===== config.mk =====
export PLATFORM = sky130hd
export DESIGN_NAME = vx_tma_requester_flat
export DESIGN_NICKNAME = d
export VERILOG_FILES = /design/src/rtl/vx_tma_requester_pkg.sv /design/src/rtl/vx_tma_requester_if.sv /design/src/rtl/vx_tma_requester_pending_ctr.sv /design/src/rtl/vx_tma_requester.sv /design/src/flat_wrapper.sv
export SDC_FILE = /design/constraint.sdc
export NUM_CORES = 1
export LEC_CHECK = 0
export CAP_MARGIN = 20
export CORE_UTILIZATION = 54
export DETAILED_ROUTE_END_ITERATION = 10
export GPL_TIMING_DRIVEN = 1
export PLACE_DENSITY = 0.86
export SYNTH_ARGS = -nofsm -noshare
export SYNTH_HDL_FRONTEND = slang
export SYNTH_HIERARCHICAL = 1
export SYNTH_SLANG_ARGS = --single-unit

===== constraint.sdc =====
create_clock -name clk_i -period 10.7 [get_ports clk_i]
set_input_delay 3.21 -clock clk_i [delete_from_list [all_inputs] [get_ports clk_i]]
set_output_delay 3.21 -clock clk_i [all_outputs]
set_load 0.05 [all_outputs]

===== src/rtl/vx_tma_requester_pkg.sv =====
// Shared TMA bus definitions: widths, op encodings and the response layout
// used by both the core-side requester and the cluster TMA engines.
package vx_tma_requester_pkg;

    localparam int XLEN       = 32;
    localparam int UUID_WIDTH = 8;
    localparam int NUM_WARPS  = 4;
    localparam int NW_WIDTH   = 2;
    localparam int NUM_CORES  = 4;
    localparam int NC_WIDTH   = 2;
    localparam int BAR_ADDR_W = 4;

    localparam logic [2:0] TMA_OP_DESC_LO  = 3'd0;
    localparam logic [2:0] TMA_OP_DESC_HI  = 3'd1;
    localparam logic [2:0] TMA_OP_COORD_LO = 3'd2;
    localparam logic [2:0] TMA_OP_COORD_HI = 3'd3;
    localparam logic [2:0] TMA_OP_ISSUE    = 3'd4;

    typedef struct packed {
        logic [NC_WIDTH-1:0]   core_id;
        logic [UUID_WIDTH-1:0] uuid;
        logic [NW_WIDTH-1:0]   wid;
        logic [2:0]            op;
        logic [XLEN-1:0]       rs1;
        logic [XLEN-1:0]       rs2;
    } tma_req_t;

    typedef struct packed {
        logic [NC_WIDTH-1:0]   core_id;
        logic [UUID_WIDTH-1:0] uuid;
        logic [NW_WIDTH-1:0]   wid;
        logic [BAR_ADDR_W-1:0] bar_addr;
        logic                  err;
        logic                  done;
    } tma_rsp_t;

    localparam int TMA_REQ_DATAW = $bits(tma_req_t);
    localparam int TMA_RSP_DATAW = $bits(tma_rsp_t);

    function automatic logic is_issue(input logic [2:0] op);
        return op == TMA_OP_ISSUE;
    endfunction

endpackage


===== src/rtl/vx_tma_requester_if.sv =====
// TMA bus between a core-side requester (master) and a TMA engine (slave).
// Both channels: a transfer happens on a clock edge where valid && ready;
// valid must not depend on ready, and data is held while valid && !ready.
interface vx_tma_requester_if;
    import vx_tma_requester_pkg::*;

    logic                     req_valid;
    logic                     req_ready;
    logic [TMA_REQ_DATAW-1:0] req_data;
    logic                     rsp_valid;
    logic                     rsp_ready;
    logic [TMA_RSP_DATAW-1:0] rsp_data;

    modport master (
        output req_valid,
        output req_data,
        input  req_ready,
        input  rsp_valid,
        input  rsp_data,
        output rsp_ready
    );

    modport slave (
        input  req_valid,
        input  req_data,
        output req_ready,
        output rsp_valid,
        output rsp_data,
        input  rsp_ready
    );

endinterface


===== src/rtl/vx_tma_requester_pending_ctr.sv =====
// Per-warp outstanding-transfer counters with saturation and underflow
// lookups for the warp being admitted and the warp being retired.
module vx_tma_requester_pending_ctr
    import vx_tma_requester_pkg::*;
#(
    parameter int MAX_PENDING = 4
) (
    input  logic                 clk_i,
    input  logic                 rst_ni,
    input  logic                 inc_i,
    input  logic [NW_WIDTH-1:0]  inc_wid_i,
    input  logic                 dec_i,
    input  logic [NW_WIDTH-1:0]  dec_wid_i,
    output logic                 inc_sat_o,
    output logic                 dec_empty_o,
    output logic [NUM_WARPS-1:0] pending_o
);

    localparam int            CW      = $clog2(MAX_PENDING + 1);
    localparam logic [CW-1:0] CNT_MAX = CW'(MAX_PENDING);

    logic [CW-1:0]        cnt_q [NUM_WARPS];
    logic [CW-1:0]        cnt_d [NUM_WARPS];
    logic [NUM_WARPS-1:0] up;
    logic [NUM_WARPS-1:0] dn;

    assign up = inc_i ? (NUM_WARPS'(1) << inc_wid_i) : '0;
    assign dn = dec_i ? (NUM_WARPS'(1) << dec_wid_i) : '0;

    // Simultaneous inc and dec on one warp cancel out.
    always_comb begin
        for (int w = 0; w < NUM_WARPS; w++) begin
            cnt_d[w] = cnt_q[w];
            case ({up[w], dn[w]})
                2'b10:   cnt_d[w] = cnt_q[w] + CW'(1);
                2'b01:   cnt_d[w] = cnt_q[w] - CW'(1);
                default: cnt_d[w] = cnt_q[w];
            endcase
        end
    end

    always_comb begin
        for (int w = 0; w < NUM_WARPS; w++) begin
            pending_o[w] = (cnt_q[w] != '0);
        end
    end

    assign inc_sat_o   = (cnt_q[inc_wid_i] == CNT_MAX);
    assign dec_empty_o = (cnt_q[dec_wid_i] == '0);

    always_ff @(posedge clk_i or negedge rst_ni) begin
        if (!rst_ni) begin
            for (int w = 0; w < NUM_WARPS; w++) begin
                cnt_q[w] <= '0;
            end
        end else begin
            for (int w = 0; w < NUM_WARPS; w++) begin
                cnt_q[w] <= cnt_d[w];
            end
        end
    end

endmodule


===== src/rtl/vx_tma_requester.sv =====
// Core-side TMA initiator: packs execute-path TMA ops into bus requests,
// tracks outstanding ISSUEs per warp and turns completions into barrier arrives.
module vx_tma_requester
    import vx_tma_requester_pkg::*;
#(
    parameter int CORE_ID      = 0,
    parameter int MAX_PENDING  = 4,
    parameter int REQ_BUF_SIZE = 2
) (
    input  logic                   clk_i,
    input  logic                   rst_ni,

    input  logic                   exe_valid_i,
    output logic                   exe_ready_o,
    input  logic [UUID_WIDTH-1:0]  exe_uuid_i,
    input  logic [NW_WIDTH-1:0]    exe_wid_i,
    input  logic [2:0]             exe_op_i,
    input  logic [XLEN-1:0]        exe_rs1_i,
    input  logic [XLEN-1:0]        exe_rs2_i,

    vx_tma_requester_if.master     tma_bus_if,

    output logic                   bar_valid_o,
    input  logic                   bar_ready_i,
    output logic [NW_WIDTH-1:0]    bar_wid_o,
    output logic [BAR_ADDR_W-1:0]  bar_addr_o,
    output logic                   bar_error_o,

    output logic [NUM_WARPS-1:0]   warp_pending_o,
    output logic                   err_sticky_o
);

    localparam int PW  = (REQ_BUF_SIZE > 1) ? $clog2(REQ_BUF_SIZE) : 1;
    localparam int BCW = $clog2(REQ_BUF_SIZE + 1);

    function automatic logic [PW-1:0] next_ptr(input logic [PW-1:0] p);
        return (p == PW'(REQ_BUF_SIZE - 1)) ? '0 : p + PW'(1);
    endfunction

    // ---------------- request path: elastic buffer ----------------
    tma_req_t         req_pack;
    logic [TMA_REQ_DATAW-1:0] buf_q [REQ_BUF_SIZE];
    logic [PW-1:0]    wr_ptr_q, wr_ptr_d;
    logic [PW-1:0]    rd_ptr_q, rd_ptr_d;
    logic [BCW-1:0]   count_q, count_d;
    logic             buf_ready;
    logic             push;
    logic             pop;
    logic             ctr_sat;
    logic             ctr_empty;

    assign req_pack = '{core_id: NC_WIDTH'(CORE_ID), uuid: exe_uuid_i, wid: exe_wid_i,
                        op: exe_op_i, rs1: exe_rs1_i, rs2: exe_rs2_i};

    // Admission never looks at req_ready or the response channel, so there is
    // no combinational path from the bus back to exe_ready.
    assign buf_ready   = (count_q != BCW'(REQ_BUF_SIZE));
    assign exe_ready_o = buf_ready && !(is_issue(exe_op_i) && ctr_sat);
    assign push        = exe_valid_i && exe_ready_o;
    assign pop         = tma_bus_if.req_valid && tma_bus_if.req_ready;

    assign tma_bus_if.req_valid = (count_q != '0);
    assign tma_bus_if.req_data  = buf_q[rd_ptr_q];

    always_comb begin
        wr_ptr_d = push ? next_ptr(wr_ptr_q) : wr_ptr_q;
        rd_ptr_d = pop  ? next_ptr(rd_ptr_q) : rd_ptr_q;
        count_d  = count_q;
        case ({push, pop})
            2'b10:   count_d = count_q + BCW'(1);
            2'b01:   count_d = count_q - BCW'(1);
            default: count_d = count_q;
        endcase
    end

    always_ff @(posedge clk_i or negedge rst_ni) begin
        if (!rst_ni) begin
            wr_ptr_q <= '0;
            rd_ptr_q <= '0;
            count_q  <= '0;
            for (int i = 0; i < REQ_BUF_SIZE; i++) begin
                buf_q[i] <= '0;
            end
        end else begin
            wr_ptr_q <= wr_ptr_d;
            rd_ptr_q <= rd_ptr_d;
            count_q  <= count_d;
            if (push) begin
                buf_q[wr_ptr_q] <= req_pack;
            end
        end
    end

    // ---------------- response path ----------------
    tma_rsp_t               rsp;
    logic                   rsp_fire;
    logic                   core_bad;
    logic                   rsp_accept;
    logic                   bar_load;
    logic                   rsp_unused;
    logic                   bar_valid_q, bar_valid_d;
    logic [NW_WIDTH-1:0]    bar_wid_q, bar_wid_d;
    logic [BAR_ADDR_W-1:0]  bar_addr_q, bar_addr_d;
    logic                   bar_err_q, bar_err_d;
    logic                   err_sticky_q, err_sticky_d;

    assign rsp        = tma_rsp_t'(tma_bus_if.rsp_data);
    assign rsp_unused = ^rsp.uuid;

    assign tma_bus_if.rsp_ready = !bar_valid_q || bar_ready_i;
    assign rsp_fire   = tma_bus_if.rsp_valid && tma_bus_if.rsp_ready;
    assign core_bad   = (rsp.core_id != NC_WIDTH'(CORE_ID));
    // Foreign or unmatched responses are dropped without touching any counter.
    assign rsp_accept = rsp_fire && !core_bad && !ctr_empty;
    assign bar_load   = rsp_accept && rsp.done;

    vx_tma_requester_pending_ctr #(
        .MAX_PENDING (MAX_PENDING)
    ) u_pending_ctr (
        .clk_i       (clk_i),
        .rst_ni      (rst_ni),
        .inc_i       (push && is_issue(exe_op_i)),
        .inc_wid_i   (exe_wid_i),
        .dec_i       (rsp_accept),
        .dec_wid_i   (rsp.wid),
        .inc_sat_o   (ctr_sat),
        .dec_empty_o (ctr_empty),
        .pending_o   (warp_pending_o)
    );

    always_comb begin
        bar_valid_d  = bar_valid_q;
        bar_wid_d    = bar_wid_q;
        bar_addr_d   = bar_addr_q;
        bar_err_d    = bar_err_q;
        err_sticky_d = err_sticky_q | (rsp_fire && (core_bad || ctr_empty));
        if (bar_ready_i) begin
            bar_valid_d = 1'b0;
        end
        if (bar_load) begin
            bar_valid_d = 1'b1;
            bar_wid_d   = rsp.wid;
            bar_addr_d  = rsp.bar_addr;
            bar_err_d   = rsp.err;
        end
    end

    always_ff @(posedge clk_i or negedge rst_ni) begin
        if (!rst_ni) begin
            bar_valid_q  <= 1'b0;
            bar_wid_q    <= '0;
            bar_addr_q   <= '0;
            bar_err_q    <= 1'b0;
            err_sticky_q <= 1'b0;
        end else begin
            bar_valid_q  <= bar_valid_d;
            bar_wid_q    <= bar_wid_d;
            bar_addr_q   <= bar_addr_d;
            bar_err_q    <= bar_err_d;
            err_sticky_q <= err_sticky_d;
        end
    end

    assign bar_valid_o  = bar_valid_q;
    assign bar_wid_o    = bar_wid_q;
    assign bar_addr_o   = bar_addr_q;
    assign bar_error_o  = bar_err_q;
    assign err_sticky_o = err_sticky_q;

endmodule


===== src/flat_wrapper.sv =====
// flat-port wrapper written by rule: the top's interface ports become plain ports
module vx_tma_requester_flat import vx_tma_requester_pkg::*;
#(
    parameter int CORE_ID      = 0,
    parameter int MAX_PENDING  = 4,
    parameter int REQ_BUF_SIZE = 2
)
  (clk_i, rst_ni, exe_valid_i, exe_ready_o, exe_uuid_i, exe_wid_i, exe_op_i, exe_rs1_i, exe_rs2_i, bar_valid_o, bar_ready_i, bar_wid_o, bar_addr_o, bar_error_o, warp_pending_o, err_sticky_o, tma_bus_if_req_valid, tma_bus_if_req_data, tma_bus_if_req_ready, tma_bus_if_rsp_valid, tma_bus_if_rsp_data, tma_bus_if_rsp_ready);
  vx_tma_requester_if tma_bus_if_i ();
  input  logic clk_i;
  input  logic rst_ni;
  input  logic exe_valid_i;
  output logic exe_ready_o;
  input  logic [UUID_WIDTH-1:0] exe_uuid_i;
  input  logic [NW_WIDTH-1:0] exe_wid_i;
  input  logic [2:0] exe_op_i;
  input  logic [XLEN-1:0] exe_rs1_i;
  input  logic [XLEN-1:0] exe_rs2_i;
  output logic bar_valid_o;
  input  logic bar_ready_i;
  output logic [NW_WIDTH-1:0] bar_wid_o;
  output logic [BAR_ADDR_W-1:0] bar_addr_o;
  output logic bar_error_o;
  output logic [NUM_WARPS-1:0] warp_pending_o;
  output logic err_sticky_o;
  output wire logic [$bits(tma_bus_if_i.req_valid)-1:0] tma_bus_if_req_valid;
  output wire logic [$bits(tma_bus_if_i.req_data)-1:0] tma_bus_if_req_data;
  input wire logic [$bits(tma_bus_if_i.req_ready)-1:0] tma_bus_if_req_ready;
  input wire logic [$bits(tma_bus_if_i.rsp_valid)-1:0] tma_bus_if_rsp_valid;
  input wire logic [$bits(tma_bus_if_i.rsp_data)-1:0] tma_bus_if_rsp_data;
  output wire logic [$bits(tma_bus_if_i.rsp_ready)-1:0] tma_bus_if_rsp_ready;
  assign tma_bus_if_req_valid = tma_bus_if_i.req_valid;
  assign tma_bus_if_req_data = tma_bus_if_i.req_data;
  assign tma_bus_if_i.req_ready = tma_bus_if_req_ready;
  assign tma_bus_if_i.rsp_valid = tma_bus_if_rsp_valid;
  assign tma_bus_if_i.rsp_data = tma_bus_if_rsp_data;
  assign tma_bus_if_rsp_ready = tma_bus_if_i.rsp_ready;
  vx_tma_requester #(.CORE_ID(CORE_ID), .MAX_PENDING(MAX_PENDING), .REQ_BUF_SIZE(REQ_BUF_SIZE)) u_core (.clk_i(clk_i), .rst_ni(rst_ni), .exe_valid_i(exe_valid_i), .exe_ready_o(exe_ready_o), .exe_uuid_i(exe_uuid_i), .exe_wid_i(exe_wid_i), .exe_op_i(exe_op_i), .exe_rs1_i(exe_rs1_i), .exe_rs2_i(exe_rs2_i), .tma_bus_if(tma_bus_if_i), .bar_valid_o(bar_valid_o), .bar_ready_i(bar_ready_i), .bar_wid_o(bar_wid_o), .bar_addr_o(bar_addr_o), .bar_error_o(bar_error_o), .warp_pending_o(warp_pending_o), .err_sticky_o(err_sticky_o));
endmodule

==> key figures <==
Synth
  – Number of flops mapped to enable cells by yosys: 0
  – Synth Area in Simple Gates: under 10%
  – Post-synthesis mux area share: 34.4%
  – Cell variety after synth: 41
  – Post-synth top area share: 55.6%
  – Flops & latches, synth: ~180
  – Mapped Area: 8060 sq um
  – Top cells by area, synth: dfrtp_1 56%, mux2_2 28%, mux2_1 4.9%
  – Mapped Cells: 536
  – Ys flop type: dfrtp_1
  – Yosys warnings: 6
  – Adder-cell area share of the yosys netlist: 1.77%
  – Compound-gate portion of the synthesized area: 0.357%
  – XOR/XNOR share of the synthesized area: approximately 1.8%
  – Largest family of logic cells by synthesized area: multiplexers
  – Fraction of registers with async set/reset: 100%
  – Post-synth top area cell: dfrtp_1
  – Avg Synthesized Cell Area: about 15 sq um
  – Register area share after synthesis: 55.6%

GRT
  – Grt met1 use: 26.5%
  – First-pass GRT wire length: 26,200 microns
  – Gr usage total: between 20% and 30%
  – Number of global-route vias before repair: 5,300
  – Met2 usage: between 30% and 40%
  – M3 GR Usage: 6.78%
  – Gr busiest metal: met2
  – Largest net degree at the start of global routing: 99
  – Initial antenna violation count: 0
  – Grt ovf: 0

Floorplanning
  – Die Y: approximately 120 microns
  – Die Area: ~15,000 sq um
  – Total core area: around 15,000 sq um
  – Site row count: 44
  – Starting Density: a little under three fifths
  – Num ports: 196
  – Die X: 124 microns

CTS
  – Hold_buf cts: 0
  – Post CTS Setup Buffer Count: 0
  – TritonCTS Sinks: 179
  – CTS tree: done
  – CTS buffer count: 17
  – Max H-tree Level: 4
  – # resized after CTS: 0
  – Root Buffer: clkbuf_16
  – Clk buf depth: 2
  – Clock Pin Slew Worst Setup and Hold Paths: 70 ps
  – Worst skew pair latency: 430 ps

Timing
  – Fin Setup TNS: 0 ps
  – Achievable Freq: 110 MHz
  – Slew Limit Fails: 0
  – Final Hold Viols: 0
  – Slew @ Worst Pin: 888 ps
  – Final period utilization: 84.9%
  – Skew final: between 4 and 5 ps
  – RSZ-0062 raised after global routing: no
  – Final min period: 9090 ps
  – Worst rel slew slack: 40.8%
  – WHS: 480 ps
  – # setup viols final: 0

Routing
  – Detail Route Antenna Nets: 0
  – WL/cell: 18.0 microns
  – Via count: 4,884
  – Drt drc: 0
  – Vias per inst: roughly 5.3
  – Drt first pass iters: 4
  – DRT iter0 DRCs: about 250
  – WL final: 16,500 microns

Critical path
  – Biggest cell delay along the critical path: 850 ps
  – Critical Path Most Common Cell: clkdlybuf4s50_1
  – Worst setup SP type: primary input
  – Arr. time, crit path: ~5900 ps
  – Critical Path End Type: output pin
  – CP max FO: 11
  – CP cell instances: clkdlybuf4s50_1, mux4_2, a21boi_1, and4bb_2, nor2_1, clkdlybuf4s50_1
  – WS Path Type: in2out
  – Worst EP required: 7490 ps
  – Crit-path slowest cell: clkdlybuf4s50_1

Run status
  – Outcome: complete, no violations

Placement
  – Port Buf Inserts: approximately 190
  – RePlAce Congestion: around 0.83
  – Post-DP HPWL: 11,000 microns

Hold path
  – Worst min-delay path class: reg2reg

Final layout
  – Fin nets: 828
  – Fraction of layout cells with a size suffix above 1: 34.5%
  – Area Overhead vs Synth: 32.2%
  – Ant diodes: 0

Run
  – # Max-Cap Violations: 0
-- metrics by stage --
stage,util [%],instances,setup WS [ps],area (sq um)
detailed placement,68.8,880,1630,10000
floorplan,-,537,2620,8070
finish,73.3,915,1610,10700
global placement,68.8,880,1670,10000
global route,73.3,915,1500,10700
CTS,72.8,912,1620,10600
-- path summary, 6_finish.rpt --
check,startpoint,end,slack (ps),cells past startpoint
min reg2reg,u_core/buf_q[91],u_core/buf_q[91],480,1
max in group asynchronous,rst_ni,u_core/bar_addr_o[1],6610,3
min in group asynchronous,rst_ni,u_core/buf_q[76],2840,1
max reg2reg,u_core/u_pending_ctr/cnt_q[2],u_core/u_pending_ctr/cnt_q[11],6780,12
min,u_core/buf_q[91],u_core/buf_q[91],480,1
max,exe_wid_i[0],exe_ready_o,1610,6
-- cell families (layout without fill, tap and decap cells) --
group / Yosys count / in the layout
muxes: 246 / 246
DFF: 179 / 179
buffers and inverters: 42 / 236
and+or+nand+nor: 38 / 38
xor gates and xnor gates: 17 / 17
adders and majority gates: 9 / 9
AOI/OAI and AO/OA: 4 / 4
other: 1 / 2
-- synth_stat cells (2+ instances only) --
library cell and number:
and3_1 2, nor3_1 2, nand3b_1 2, mux2_1 35, clkbuf_1 5, fa_1 4, xnor2_1 7, buf_6 4
or3_1 4, nor4b_1 2, mux2i_1 6, inv_1 12, or3b_2 2, nand2_1 4, ha_1 5, buf_4 6
buf_2 11, buf_1 4, xor2_1 10, nor2_1 7, mux2_2 204, dfrtp_1 179
-- routing by layer --
metal | wire (microns) | vias to the layer above
li1 | - | 2260
met3 | 990 | 18
met4 | 245 | 0
met1 | 6840 | 2489
met2 | 8440 | 117
met5 | 0 | -
-- critical path: cells and delay by family --
kind,cells,cell delay [ps]
buffers and inverters,2,1530
multiplexers,1,540
AND/OR/NAND/NOR,2,440
AO/OA/AOI/OAI,1,150
-- cell type report --
cell class / instances / area [sq um]
clock buffer: 19 / 453
clock inverter: 13 / 128
fill: 957 / 3880
inverter: 12 / 45.0
multi-input combinational: 316 / 3360
sequential: 179 / 4480
tap: 184 / 230
timing repair buffer: 192 / 1950
-- state kept, by name (all words and copies together) (netlist names) --
name	count
u_core/buf_q	154
u_core/bar_error_o	1
u_core/count_q	2
u_core/u_pending_ctr/cnt_q	12
u_core/rd_ptr_q	1
u_core/bar_addr_o	4
u_core/wr_ptr_q	1
u_core/err_sticky_o	1
u_core/bar_wid_o	2
u_core/bar_valid_o	1
-- cell usage in the layout (no fill, tap or decap), types with 3 or more instances in the layout --
master,count
inv_1,12
buf_4,4
xnor2_1,7
clkdlybuf4s50_1,184
mux2_2,204
mux2i_1,6
ha_1,5
nand2_1,4
clkbuf_16,17
mux2_1,35
xor2_1,10
or3_1,4
clkinv_4,3
nor2_1,7
dfrtp_1,178
fa_1,4
clkinvlp_4,5
Power is not shown: default switching activity piles up to over one toggle a cycle in this logic, so the estimate is an artifact.
